`config.mk`:
```
export PLATFORM = sky130hd
export DESIGN_NAME = zet_wb_bus_watchdog
export DESIGN_NICKNAME = d
export VERILOG_FILES = /design/src/rtl/zet_wb_pkg.sv /design/src/rtl/zet_wb_wdt_counter.sv /design/src/rtl/zet_wb_bus_watchdog.sv
export SDC_FILE = /design/constraint.sdc
export NUM_CORES = 1
export LEC_CHECK = 0
export CORE_MARGIN = 2
export CORE_UTILIZATION = 47
export CTS_BUF_LIST = sky130_fd_sc_hd__clkbuf_4
export DETAILED_ROUTE_END_ITERATION = 16
export HOLD_SLACK_MARGIN = 0.02
export PLACE_DENSITY_LB_ADDON = 0.3
export SLEW_MARGIN = 25
export SYNTH_ARGS = -nofsm -noshare
export SYNTH_HDL_FRONTEND = slang
export SYNTH_SLANG_ARGS = --single-unit
```
`constraint.sdc`:
```
create_clock -name cpu_clk_i -period 3.2 [get_ports cpu_clk_i]
set_input_delay 0.64 -clock cpu_clk_i [delete_from_list [all_inputs] [get_ports cpu_clk_i]]
set_output_delay 0.64 -clock cpu_clk_i [all_outputs]
set_load 0.005 [all_outputs]
```
`src/rtl/zet_wb_pkg.sv`:
```
// Shared Wishbone constants and watchdog FSM state type for the Zet bus slices.
package zet_wb_pkg;

  localparam int WB_DW = 16;
  localparam int WB_AW = 20;

  localparam logic [WB_DW-1:0] OPEN_BUS_DEFAULT = 16'hFFFF;

  typedef enum logic [1:0] {
    IDLE = 2'd0,
    BUSY = 2'd1,
    ACK  = 2'd2
  } wdt_state_e;

endpackage

```
`src/rtl/zet_wb_wdt_counter.sv`:
```
// Loadable cycle counter with terminal-count flag at TIMEOUT-1; holds at terminal count.
module zet_wb_wdt_counter #(
  parameter  int TIMEOUT = 255,
  localparam int CW      = $clog2(TIMEOUT)
) (
  input  logic          clk_i,
  input  logic          rst_ni,
  input  logic          ld_i,
  input  logic [CW-1:0] ld_val_i,
  input  logic          en_i,
  output logic          tc_o
);

  logic [CW-1:0] cnt_q;

  assign tc_o = (cnt_q == CW'(TIMEOUT - 1));

  always_ff @(posedge clk_i or negedge rst_ni) begin
    if (!rst_ni) begin
      cnt_q <= '0;
    end else if (ld_i) begin
      cnt_q <= ld_val_i;
    end else if (en_i && !tc_o) begin
      cnt_q <= cnt_q + CW'(1);
    end
  end

endmodule

```
`src/rtl/zet_wb_bus_watchdog.sv`:
```
// Wishbone register slice with bus watchdog: forwards CPU requests and forces open-bus
// termination when the slave does not ack. Optional error log: ZET_WB_WDT_ERRLOG_EN.
module zet_wb_bus_watchdog
  import zet_wb_pkg::*;
#(
  parameter int               TIMEOUT       = 255,
  parameter logic [WB_DW-1:0] OPEN_BUS_DATA = OPEN_BUS_DEFAULT
) (
  input  logic             cpu_clk_i,
  input  logic             cpu_rst_i,
  input  logic [WB_DW-1:0] m_dat_i,
  output logic [WB_DW-1:0] m_dat_o,
  input  logic [WB_AW-1:0] m_adr_i,
  input  logic [1:0]       m_sel_i,
  input  logic             m_we_i,
  input  logic             m_cyc_i,
  input  logic             m_stb_i,
  output logic             m_ack_o,
  input  logic [WB_DW-1:0] s_dat_i,
  output logic [WB_DW-1:0] s_dat_o,
  output logic [WB_AW-1:0] s_adr_o,
  output logic [1:0]       s_sel_o,
  output logic             s_we_o,
  output logic             s_cyc_o,
  output logic             s_stb_o,
  input  logic             s_ack_i,
  output logic             timeout_o,
  output logic [7:0]       err_cnt_o
`ifdef ZET_WB_WDT_ERRLOG_EN
  ,
  output logic [WB_AW-1:0] err_adr_o,
  output logic             err_we_o
`endif
);

  localparam int CW = $clog2(TIMEOUT);

  wdt_state_e       state_q, state_d;
  logic [WB_DW-1:0] m_dat_q, m_dat_d;
  logic [WB_DW-1:0] s_dat_q, s_dat_d;
  logic [WB_AW-1:0] s_adr_q, s_adr_d;
  logic [1:0]       s_sel_q, s_sel_d;
  logic             s_we_q, s_we_d;
  logic             timeout_q, timeout_d;
  logic [7:0]       err_cnt_q, err_cnt_d;
  logic             cnt_ld, cnt_tc;

`ifdef ZET_WB_WDT_ERRLOG_EN
  logic [WB_AW-1:0] err_adr_q, err_adr_d;
  logic             err_we_q, err_we_d;
`endif

  zet_wb_wdt_counter #(
    .TIMEOUT (TIMEOUT)
  ) u_cnt (
    .clk_i    (cpu_clk_i),
    .rst_ni   (cpu_rst_i),
    .ld_i     (cnt_ld),
    .ld_val_i ({CW{1'b0}}),
    .en_i     (state_q == BUSY),
    .tc_o     (cnt_tc)
  );

  always_comb begin
    state_d   = state_q;
    m_dat_d   = m_dat_q;
    s_dat_d   = s_dat_q;
    s_adr_d   = s_adr_q;
    s_sel_d   = s_sel_q;
    s_we_d    = s_we_q;
    timeout_d = 1'b0;
    err_cnt_d = err_cnt_q;
    cnt_ld    = 1'b0;
`ifdef ZET_WB_WDT_ERRLOG_EN
    err_adr_d = err_adr_q;
    err_we_d  = err_we_q;
`endif
    unique case (state_q)
      IDLE: begin
        if (m_cyc_i && m_stb_i) begin
          s_dat_d = m_dat_i;
          s_adr_d = m_adr_i;
          s_sel_d = m_sel_i;
          s_we_d  = m_we_i;
          cnt_ld  = 1'b1;
          state_d = BUSY;
        end
      end
      BUSY: begin
        // A dropped cyc means nobody is waiting for the answer, so it overrides ack/timeout.
        if (!m_cyc_i) begin
          state_d = IDLE;
        end else if (s_ack_i) begin
          m_dat_d = s_dat_i;
          state_d = ACK;
        end else if (cnt_tc) begin
          m_dat_d   = OPEN_BUS_DATA;
          timeout_d = 1'b1;
          if (err_cnt_q != 8'hFF) err_cnt_d = err_cnt_q + 8'd1;
`ifdef ZET_WB_WDT_ERRLOG_EN
          err_adr_d = s_adr_q;
          err_we_d  = s_we_q;
`endif
          state_d   = ACK;
        end
      end
      ACK:     state_d = IDLE;
      default: state_d = IDLE;
    endcase
  end

  always_ff @(posedge cpu_clk_i or negedge cpu_rst_i) begin
    if (!cpu_rst_i) begin
      state_q   <= IDLE;
      m_dat_q   <= '0;
      s_dat_q   <= '0;
      s_adr_q   <= '0;
      s_sel_q   <= '0;
      s_we_q    <= 1'b0;
      timeout_q <= 1'b0;
      err_cnt_q <= '0;
    end else begin
      state_q   <= state_d;
      m_dat_q   <= m_dat_d;
      s_dat_q   <= s_dat_d;
      s_adr_q   <= s_adr_d;
      s_sel_q   <= s_sel_d;
      s_we_q    <= s_we_d;
      timeout_q <= timeout_d;
      err_cnt_q <= err_cnt_d;
    end
  end

`ifdef ZET_WB_WDT_ERRLOG_EN
  always_ff @(posedge cpu_clk_i or negedge cpu_rst_i) begin
    if (!cpu_rst_i) begin
      err_adr_q <= '0;
      err_we_q  <= 1'b0;
    end else begin
      err_adr_q <= err_adr_d;
      err_we_q  <= err_we_d;
    end
  end

  assign err_adr_o = err_adr_q;
  assign err_we_o  = err_we_q;
`endif

  assign m_dat_o   = m_dat_q;
  assign m_ack_o   = (state_q == ACK);
  assign s_dat_o   = s_dat_q;
  assign s_adr_o   = s_adr_q;
  assign s_sel_o   = s_sel_q;
  assign s_we_o    = s_we_q;
  assign s_cyc_o   = (state_q == BUSY);
  assign s_stb_o   = (state_q == BUSY);
  assign timeout_o = timeout_q;
  assign err_cnt_o = err_cnt_q;

endmodule
```
== Word-level counts from Yosys, hierarchy flattened ==
Cells that the tools add are included.

* Register bits after elaboration: 74
* Memories: 0
* RAM bits: 0
* Bits in latches: 0
* Output and inout bits: 67
* Memory bits (read-only): 0
* Bits of input ports: 60

* Divide/modulo/power cells: 0
* $add $sub $neg: 2
* Equal/unequal tests: 6
* Reduce and logical (&&, ||, !) cells: 10
* $mul: 0
* Magnitude comparators: 0
* Bitwise logic cells: 1
* Mux-type cells: 15
* Shift-type cells: 0

{| class="wikitable"
|+ Operator list
! operator !! number
|-
| $mux W16 || 2
|-
| $add A8 B1 Y8 const B || 2
|-
| $mux W8 || 2
|-
| $eq A8 B8 Y1 const B || 1
|-
| $mux W2 || 4
|-
| $ne A8 B8 Y1 const B || 1
|-
| $mux W1 || 6
|-
| $reduce_and A5 Y1 || 1
|-
| $ne A4 B4 Y1 const B || 1
|-
| $pmux W2 S2 || 1
|-
| $reduce_and A2 Y1 || 2
|-
| $reduce_bool A2 Y1 || 2
|-
| $reduce_and A3 Y1 || 1
|-
| $eq A2 B1 Y1 const B || 1
|-
| $eq A2 B2 Y1 const B || 1
|-
| $logic_and A1 B1 Y1 || 2
|-
| $logic_not A2 Y1 || 1
|-
| $ne A2 B2 Y1 const B || 1
|-
| $logic_not A1 Y1 || 1
|-
| $not A1 Y1 || 1
|}

== Logic depth before layout (Yosys ltp) ==
Gate-level depths: netlist of run 1.

* Depth in word-level cells: 5
* Gate-level depth with buffers: 8
* Depth with buffers taken out: 7

== Modules after synthesis ==
Synthesis of run 1 repeated with hierarchy kept, for this count alone.

* Cells, all modules: 213
* Area, all modules: 3,044.2 um^2

{| class="wikitable"
|+ Modules (own cells, without submodules)
! module !! area each (um^2) !! cells an instance !! instances
|-
| zet_wb_bus_watchdog || 2,555.0 || 163 || 1
|-
| zet_wb_wdt_counter || 489.2 || 50 || 1
|}

== Least setup slack after synthesis of run 1 ==
OpenSTA, ideal clock, no wires.

* Path kind: register to register
* From: register u_cnt.cnt_q[0]
* To: register err_cnt_q[1] (netlist: err_cnt_o[1])
* Setup slack: 1.328 ns
* Setup time: 0.125 ns
* Clock period less this slack: 1.872 ns
* Stages on the path, launching flop included: 7
* Required time: 3.075 ns
* Buffers on the path: 0
* Arrival: 1.747 ns
* Cells stage by stage: dfrtp_1 inv_1 ha_1 nand4_2 or3_4 nor2_2 mux2_2

* Cells in the longest elaborated chain, start to end: 2

{| class="wikitable"
|+ Ends and longest elaborated chain
! item !! line !! RTL
|-
| start: declaration || zet_wb_wdt_counter.sv:14 || <nowiki>logic [CW-1:0] cnt_q;</nowiki>
|-
| start signal: assignment || zet_wb_wdt_counter.sv:22 || <nowiki>cnt_q <= ld_val_i;</nowiki>
|-
| start signal: assignment || zet_wb_wdt_counter.sv:24 || <nowiki>cnt_q <= cnt_q + CW'(1);</nowiki>
|-
| $eq A8 B8 Y1 || zet_wb_wdt_counter.sv:16 || <nowiki>assign tc_o = (cnt_q == CW'(TIMEOUT - 1));</nowiki>
|-
| $reduce_and A5 Y1 (no source line) || - ||
|-
| end signal: assignment || zet_wb_bus_watchdog.sv:130 || <nowiki>err_cnt_q <= err_cnt_d;</nowiki>
|-
| end: declaration || zet_wb_bus_watchdog.sv:45 || <nowiki>logic [7:0] err_cnt_q, err_cnt_d;</nowiki>
|}

Every way passes these cells.
A chain may end at the register's enable or synchronous reset.

== Worst setup path in the final report of run 1 ==
* From: register state_q[0]
* To: output s_cyc_o

* Cells in the longest elaborated chain, start to end: 1

{| class="wikitable"
|+ Ends and longest elaborated chain
! item !! line !! RTL
|-
| start: declaration || zet_wb_bus_watchdog.sv:38 || <nowiki>wdt_state_e state_q, state_d;</nowiki>
|-
| start signal: assignment || zet_wb_bus_watchdog.sv:123 || <nowiki>state_q <= state_d;</nowiki>
|-
| $eq A2 B1 Y1 || zet_wb_bus_watchdog.sv:155 || <nowiki>assign s_cyc_o = (state_q == BUSY);</nowiki>
|-
| end: declaration || zet_wb_bus_watchdog.sv:24 || <nowiki>output logic s_cyc_o,</nowiki>
|}

Every way passes these cells.

==> results of run 1 <==
[critical path: stages, from the launching register on]
cell and delay [ps]:
dfrtp_1 480, nor2b_1 390, clkdlybuf4s50_1 580
[layout by cell type, fill, tap and decap left out, drive strengths merged, types with 2 or more instances in the layout]
cell type        n
a31oi            6
o22a            16
buf              5
a311oi           2
a21oi            5
dfrtp           74
o21a             2
nand2          121
nand4bb          2
ha               3
nor3             2
nand4            4
clkdlybuf4s50  125
nand3            7
inv              6
clkbuf          10
nor2b            2
clkinvlp         3
xor2             3
nor4             3
and3             2
o21ai            7
nor2             5
[power breakdown]
group	switching (mW)	internal (mW)	total, mW
Sequential	0.0990	1.10	1.20
Clock	0.337	0.248	0.585
Combinational	0.226	0.424	0.649
[state kept, by name (all words and copies together), names as in the netlist]
signal       count
m_dat_o         16
timeout_o        1
state_q          2
s_adr_o         20
err_cnt_o        8
u_cnt.cnt_q      8
s_we_o           1
s_dat_o         16
s_sel_o          2
[cell families (layout without fill, tap and decap cells)]
family,Yosys count,count (layout),share of synthesized area
AO/OA/AOI/OAI,42,42,0.101
flip-flops,74,74,0.621
AND/OR/NAND/NOR,154,154,0.228
adder cells (fa/ha/maj),3,3,0.0126
XOR/XNOR,3,3,0.00881
buffers and inverters,19,151,0.0260
multiplexers,1,1,0.00377
[metrics by stage]
| stage | setup WS (ps) | util | hold WS (ps) | cells |
|---|---|---|---|---|
| 6_report | 713 | 0.719 | 167 | 505 |
| 3_5_place_dp | 784 | 0.692 | 461 | 488 |
| 2_1_floorplan | 1330 | - | 344 | 296 |
| 3_3_place_gp | 832 | 0.692 | 456 | 488 |
| 4_1_cts | 691 | 0.715 | 453 | 504 |
| 5_1_grt | 588 | 0.719 | 159 | 505 |
[routing by layer]
metal / part of all wire / vias up / global-route usage
met3: 0.058 / 13 / 0.0564
met1: 0.41 / 1216 / 0.258
met4: 0.020 / 0 / 0.0924
met5: 0 / - / 0
li1: - / 1255 / -
met2: 0.52 / 65 / 0.360
[worst paths after layout]
kind,from,slack [ps],to,cells after the start
setup / recovery,state_q[0],710,s_cyc_o,2
hold / removal,cpu_rst_i,170,m_dat_o[7],2
setup reg to reg,u_cnt.cnt_q[0],1150,err_cnt_o[1],6
hold reg to reg,s_dat_o[0],490,s_dat_o[0],2
max in group asynchronous,cpu_rst_i,2460,err_cnt_o[4],3
min in group cpu_clk_i,s_dat_o[0],490,s_dat_o[0],2
[final cells by class]
| class | instances | area share |
|---|---|---|
| clock buffer | 10 | 0.0167 |
| clock inverter | 6 | 0.0148 |
| inverter | 5 | 0.00418 |
| multi-input combinational | 203 | 0.239 |
| sequential | 74 | 0.412 |
| tap | 77 | 0.0215 |
| timing repair buffer | 130 | 0.291 |
==> reports/results.tsv, run 1 <==
metric	value	unit
grt_pass1_vias	2605	
drc	0	
antenna_found_initial	0	
powerDensity	542	nW/um2
first_pass_iters	5	
worst_slew_pin_slew	600	ps
clk_pin_slew	130	ps
synthTopCellsByCount	nand2_1 (121), dfrtp_1 (74), o22a_1 (16), clkbuf_1 (11), nand3_1 (7)	
die_x	83.7	um
worstPathMaxFanout	7	
status	completed	
initial_utilization	0.478	
syn_inst	296	
synth_seq_area_share	0.621	
drt_wl_total	7350	um
min_period_over_period	0.777	
clockBufferDepth	2	
hold_class	in2async	
cp-end-kind	output port	
clk_latency	420	ps
fin_skew	22.0	ps
seq_area	1850	um2
clkSinkCount	74	
fmax	402	MHz
synth_top_area_frac	0.621	
ant_nets	0	
grt_use_total	0.213	
slew_viol_final	0	
path_class	reg2out	
gp_congestion	0.798	
power_leakage	2.06	nW
synth_area_leaders	dfrtp_1 (62%), nand2_1 (15%), o22a_1 (4.7%)	
cts_tree	built	
port-buffer-count	126	
ys_ff_latch	74	
vdd_drop_max	339	uV
synth_ff_type	dfrtp_1	
die_h	83.7	um
syn-cell-area	2980	um2
period_needed	2490	ps
hold_viol_final	0	
final_nets	486	
async_flop_share	1.00	
grt_overflow_total	0	
crit_arrival	1850	ps
cts_root_buffer	clkbuf_4	
syn2layout_area_growth	50.4	%
fp.dieArea	7000	um2
cts_max_level	3	
post_drt_wl_per_cell	14.5	um
fin_tns_setup	0	ps
drtIter0Drc	93	
numCtsBuffers	9	
n_fill_cell	479	
grt_pass1_wl	12000	um
viasPerCell	5.05	
rows	29	
boundaryPins	127	
maxCapViolCount	0	
post-cts-setup-buffer-count	0	
yosysWarningCount	0	
grt_max_degree	75	
synth_edf_count	0	
cp-start-kind	flop	
p_total	2.43	mW
fp.coreArea	6240	um2
yosysMostFrequentCell	nand2_1	
yosysUniqueCellTypes	37	
synth_nets	359	
multiInputGateArea	1070	um2
final_area	4490	um2
setup_viol	0	
hold_buffers	0	
drive_above_1_share	0.0654	
vias	2549	
insertedDiodeCount	0	
placed_area	4320	um2
dp_hpwl	5060	um
critPathRequiredTime	2560	ps
syn_avg_cell_area	10.1	um2
cts_resized	0	
synth_top_cell_by_area	dfrtp_1	
relSlewSlack	0.600	
rsz0062_at_grt	no	
No activity file was read; power rests on OpenSTA's default activity.
==> inputs of run 2 (changes only) <==
--- a/config.mk
+++ b/config.mk
@@ -6,7 +6,7 @@
 export NUM_CORES = 1
 export LEC_CHECK = 0
 export CORE_MARGIN = 2
-export CORE_UTILIZATION = 47
+export CORE_UTILIZATION = 44
 export CTS_BUF_LIST = sky130_fd_sc_hd__clkbuf_4
 export DETAILED_ROUTE_END_ITERATION = 16
 export HOLD_SLACK_MARGIN = 0.02
==> constraint.sdc (replaced) <==
create_clock -name cpu_clk_i -period 2.3 [get_ports cpu_clk_i]
set_input_delay 0.46 -clock cpu_clk_i [delete_from_list [all_inputs] [get_ports cpu_clk_i]]
set_output_delay 0.46 -clock cpu_clk_i [all_outputs]
set_load 0.005 [all_outputs]
==> reports/results.tsv, run 2 (same netlist as run 1, synthesis figures left out) <==
metric	value	unit	change
worst_slew_pin_slew	536	ps	-63.4 ps
cts_root_buffer	clkbuf_4		
grt_max_degree	43		-43%
clk_pin_slew	110	ps	-20 ps
p_total	3.59	mW	+48%
critPathRequiredTime	1840	ps	-720 ps
insertedDiodeCount	0		unchanged
fp.coreArea	6680	um2	+7.1%
min_period_over_period	0.956		
drive_above_1_share	0.0762		+0.0108
gp_congestion	0.776		-2.8%
port-buffer-count	126		unchanged
largest_reg_flops	20		unchanged
viasPerCell	5.01		-0.75%
multiInputGateArea	1080	um2	+0.23%
cts_tree	built		
power_leakage	2.11	nW	+2.6%
syn2layout_area_growth	53.7	%	
vdd_drop_max	517	uV	+53%
period_needed	2200	ps	
fmax	455	MHz	
drt_wl_total	6910	um	-6.0%
drc	0		unchanged
grt_overflow_total	0		unchanged
n_fill_cell	539		+13%
worstPathMaxFanout	7		unchanged
fp.dieArea	7460	um2	+6.5%
cts_max_level	3		unchanged
grt_pass1_wl	11300	um	-6.0%
fin_skew	16.0	ps	-5.99 ps
grt_pass1_vias	2515		-3.5%
post_drt_wl_per_cell	13.5	um	-7.4%
vias	2570		+0.82%
clk_latency	430	ps	about the same
r2r_slack	320	ps	-830 ps
boundaryPins	127		unchanged
maxCapViolCount	0		unchanged
final_area	4590	um2	+2.2%
layoutNonFillerInstCount	513		+1.6%
fin_tns_setup	0	ps	unchanged
hold_viol_final	0		unchanged
hold_class	reg2reg		
dp_hpwl	4920	um	-2.8%
antenna_found_initial	0		unchanged
drtIter0Drc	128		+38%
worstReg2RegEnd	err_cnt_o[1]		
crit_arrival	1740	ps	-110 ps
placed_area	4390	um2	+1.6%
die_h	86.4	um	+3.2%
powerDensity	784	nW/um2	+45%
rows	30		+3.4%
hold_path_depth	2		
clkSinkCount	74		unchanged
final_common_cell	clkdlybuf4s50_1		
grt_use_total	0.195		-0.0183
layout_common_cells	clkdlybuf4s50_1 (125), nand2_1 (121), dfrtp_1 (74)		
first_pass_iters	4		-1
seq_area	1850	um2	unchanged
final_nets	491		+1.0%
status	completed		
path_class	reg2out		
clockBufferDepth	2		unchanged
cp-end-kind	output port		
relSlewSlack	0.642		+0.0414
numCtsBuffers	9		unchanged
setup_viol	0		unchanged
ant_nets	0		unchanged
initial_utilization	0.447		-0.0315
timing.rr.start	u_cnt.cnt_q[0]		
placedCellCount	496		+1.6%
cp-start-kind	flop		
crit_path_end	s_cyc_o		
die_x	86.4	um	+3.2%
reg2reg_depth	6		unchanged
rsz0062_at_grt	no		
holdWs	482	ps	+315 ps
critPathLaunch	state_q[0]		
slew_viol_final	0		unchanged
[run 2: cell types whose count changed in the layout (fill, tap and decap cells not counted), sizes merged]
cell	delta
inv	-1
dlygate4sd3	+1
clkbuf	+1
clkinvlp	-2
buf	+4
bufinv	+2
[run 2: layer usage]
metal	part of all wire	global-route usage	routed length, um	vias up
met5	0	0	0	-
met4	0.023	0.0980	159	0
met3	0.072	0.0657	497	12
met2	0.49	0.315	3360	81
met1	0.42	0.233	2900	1211
li1	-	-	-	1266
[run 2: metrics by stage]
stage | worst slack [ps] | util
floorplan | 428 | -
global placement | 213 | 0.657
detailed placement | 174 | 0.657
CTS | 74.4 | 0.687
global route | 14.8 | 0.687
finish | 101 | 0.687
[run 2: worst min-delay path by stage]
stage | slack, ps | startpoint | endpoint
final | 480 | s_adr_o[2] | s_adr_o[2]
after global routing | 510 | s_adr_o[1] | s_adr_o[1]
after CTS | 490 | s_adr_o[2] | s_adr_o[2]
after detailed placement | 440 | cpu_rst_i | s_dat_o[15]
after global placement | 440 | cpu_rst_i | s_dat_o[15]
after floorplan | 160 | cpu_rst_i | err_cnt_o[0]
[run 2: repair_timing]
| action | CTS | global route |
|---|---|---|
| endpoints found under the setup margin | 2 | 0 |
| hold buffers | 1 | 0 |
| setup buffers | 0 | 0 |
| resized for setup | 1 | 0 |
| hold endpoints to repair | 33 | 0 |
[run 2: power by group]
part | switching [mW] | leakage, nW | total [mW] | internal (mW)
Combinational | 0.303 | 1.09 | 0.898 | 0.596
Clock | 0.459 | 0.0971 | 1.03 | 0.573
Sequential | 0.136 | 0.925 | 1.66 | 1.53
[run 2: area by class of cell]
cell class                 instances  area share
tap                               80      0.0218
timing repair buffer             135       0.295
multi-input combinational        203       0.235
clock inverter                     5      0.0224
inverter                           5     0.00409
clock buffer                      11      0.0180
sequential                        74       0.404
[run 2: critical path, stage by stage, from the launching register on]
cell and delay, ps:
dfrtp_1 490, nor2b_2 290, clkdlybuf4s50_1 540
==> inputs of run 3 (changes only) <==
--- a/config.mk
+++ b/config.mk
@@ -5,13 +5,12 @@
 export SDC_FILE = /design/constraint.sdc
 export NUM_CORES = 1
 export LEC_CHECK = 0
-export CORE_MARGIN = 2
+export CAP_MARGIN = 20
 export CORE_UTILIZATION = 44
 export CTS_BUF_LIST = sky130_fd_sc_hd__clkbuf_4
 export DETAILED_ROUTE_END_ITERATION = 16
 export HOLD_SLACK_MARGIN = 0.02
 export PLACE_DENSITY_LB_ADDON = 0.3
-export SLEW_MARGIN = 25
 export SYNTH_ARGS = -nofsm -noshare
 export SYNTH_HDL_FRONTEND = slang
 export SYNTH_SLANG_ARGS = --single-unit
==> reports/results.tsv, run 3 (same netlist as run 1, synthesis figures left out) <==
metric	value	unit	change
drive_above_1_share	0.0693		-0.00693
die_x	84.4	um	-2.3%
rows	29		-3.3%
hold_buffers	0		-1
drtIter0Drc	98		-23%
powerDensity	733	nW/um2	-6.5%
critPathLaunch	state_q[0]		
port-buffer-count	126		unchanged
fin_skew	11.0	ps	-4.92 ps
gp_congestion	0.741		-4.5%
cp-end-kind	output port		
hold_class	in2async		
crit_arrival	1740	ps	about the same
placedCellCount	494		-0.40%
min_period_over_period	0.955		-0.00112
final_common_cell	clkdlybuf4s50_1		
power_leakage	2.07	nW	-1.6%
grt_max_degree	75		+74%
viasPerCell	5.02		+0.16%
final_nets	491		unchanged
clk_pin_slew	120	ps	about the same
critPathRequiredTime	1840	ps	about the same
initial_utilization	0.462		+0.0154
cp-start-kind	flop		
fin_tns_setup	0	ps	unchanged
relSlewSlack	0.629		-0.0124
die_h	84.4	um	-2.3%
layoutNonFillerInstCount	510		-0.58%
path_class	reg2out		
timing.rr.start	u_cnt.cnt_q[0]		
largest_reg_flops	20		unchanged
rsz0062_at_grt	no		
status	finished with violations		
grt_pass1_wl	11900	um	+5.6%
cts_root_buffer	clkbuf_4		
fin_util	0.700		+0.0134
syn2layout_area_growth	51.5	%	
vdd_drop_max	434	uV	-16%
antenna_found_initial	0		unchanged
grt_pass1_vias	2651		+5.4%
period_needed	2200	ps	-2.58 ps
dp_hpwl	5010	um	+1.8%
maxCapViolCount	0		unchanged
clockBufferDepth	2		unchanged
grt_overflow_total	0		unchanged
p_total	3.31	mW	-7.8%
fp.coreArea	6460	um2	-3.3%
violations	DRC		
worstPathMaxFanout	7		unchanged
fmax	455	MHz	+0.12%
n_fill_cell	517		-4.1%
drt_wl_total	7000	um	+1.3%
first_pass_iters	11		+7
cts_max_level	3		unchanged
setup_viol	0		unchanged
cts_tree	built		
hold_viol_final	0		unchanged
clkSinkCount	74		unchanged
fp.dieArea	7120	um2	-4.6%
layout_common_cells	clkdlybuf4s50_1 (125), nand2_1 (121), dfrtp_1 (74)		
grt_use_total	0.213		+0.0181
insertedDiodeCount	0		unchanged
boundaryPins	127		unchanged
vias	2559		-0.43%
post_drt_wl_per_cell	13.7	um	+1.9%
numCtsBuffers	9		unchanged
slew_viol_final	0		unchanged
ant_nets	0		unchanged
drc	5		+5
clk_latency	400	ps	-30 ps
worst_slew_pin_slew	555	ps	+18.5 ps
[run 3: changes by cell type in the layout (fill, tap and decap cells not counted), sizes merged]
cell         delta
clkinvlp        +1
dlygate4sd3     -1
buf             +1
clkbuf          -2
clkinv          +3
bufinv          -2
[run 3: metal layers]
metal | GRT usage | wire length [um] | vias to the layer above
met5 | 0 | 0 | -
met4 | 0.102 | 157 | 0
met3 | 0.0560 | 401 | 15
met2 | 0.362 | 3540 | 75
met1 | 0.254 | 2900 | 1208
li1 | - | - | 1261
[run 3: critical path, stage by stage (launching register included)]
cell and delay (ps):
dfrtp_1 490, nor2b_2 290, clkdlybuf4s50_1 560
[run 3: metrics by stage]
step	hold WS, ps	area [um2]	worst slack (ps)
2_1_floorplan	164	2980	428
3_3_place_gp	456	4390	199
3_5_place_dp	463	4390	156
4_1_cts	69.3	4520	72.1
5_1_grt	71.4	4520	13.2
6_report	61.5	4520	104
[run 3: final timing paths]
path	cells after the start	slack [ps]	to
worst max-delay path	2	100	s_cyc_o
max in group asynchronous	2	1930	err_cnt_o[4]
min in group cpu_clk_i	2	480	s_adr_o[3]
worst min register to register	2	480	s_adr_o[3]
worst min-delay path	2	60	m_dat_o[12]
worst max register to register	6	350	err_cnt_o[1]
[run 3: repair_timing]
action / 4_1_cts / 5_1_grt
hold endpoints to repair: 0 / 0
endpoints found under the setup margin: 2 / 0
resized for setup: 1 / 0
setup buffers: 0 / 0
[run 3: where the power goes]
group,leakage (nW),internal [mW],switching [mW],total (mW)
combinational,1.09,0.595,0.303,0.898
clock,0.0621,0.317,0.432,0.749
sequential,0.925,1.53,0.138,1.67
[run 3: final cells by class]
| type | instances | area [um2] | share of cell area |
|---|---|---|---|
| multi-input cells | 203 | 1080 | 0.238 |
| inverters | 5 | 18.8 | 0.00415 |
| flip-flops and latches | 74 | 1850 | 0.410 |
| well taps | 77 | 96.3 | 0.0213 |
| clock inverters | 7 | 60.1 | 0.0133 |
| repair buffers | 135 | 1350 | 0.298 |
| clock buffers | 9 | 67.6 | 0.0149 |
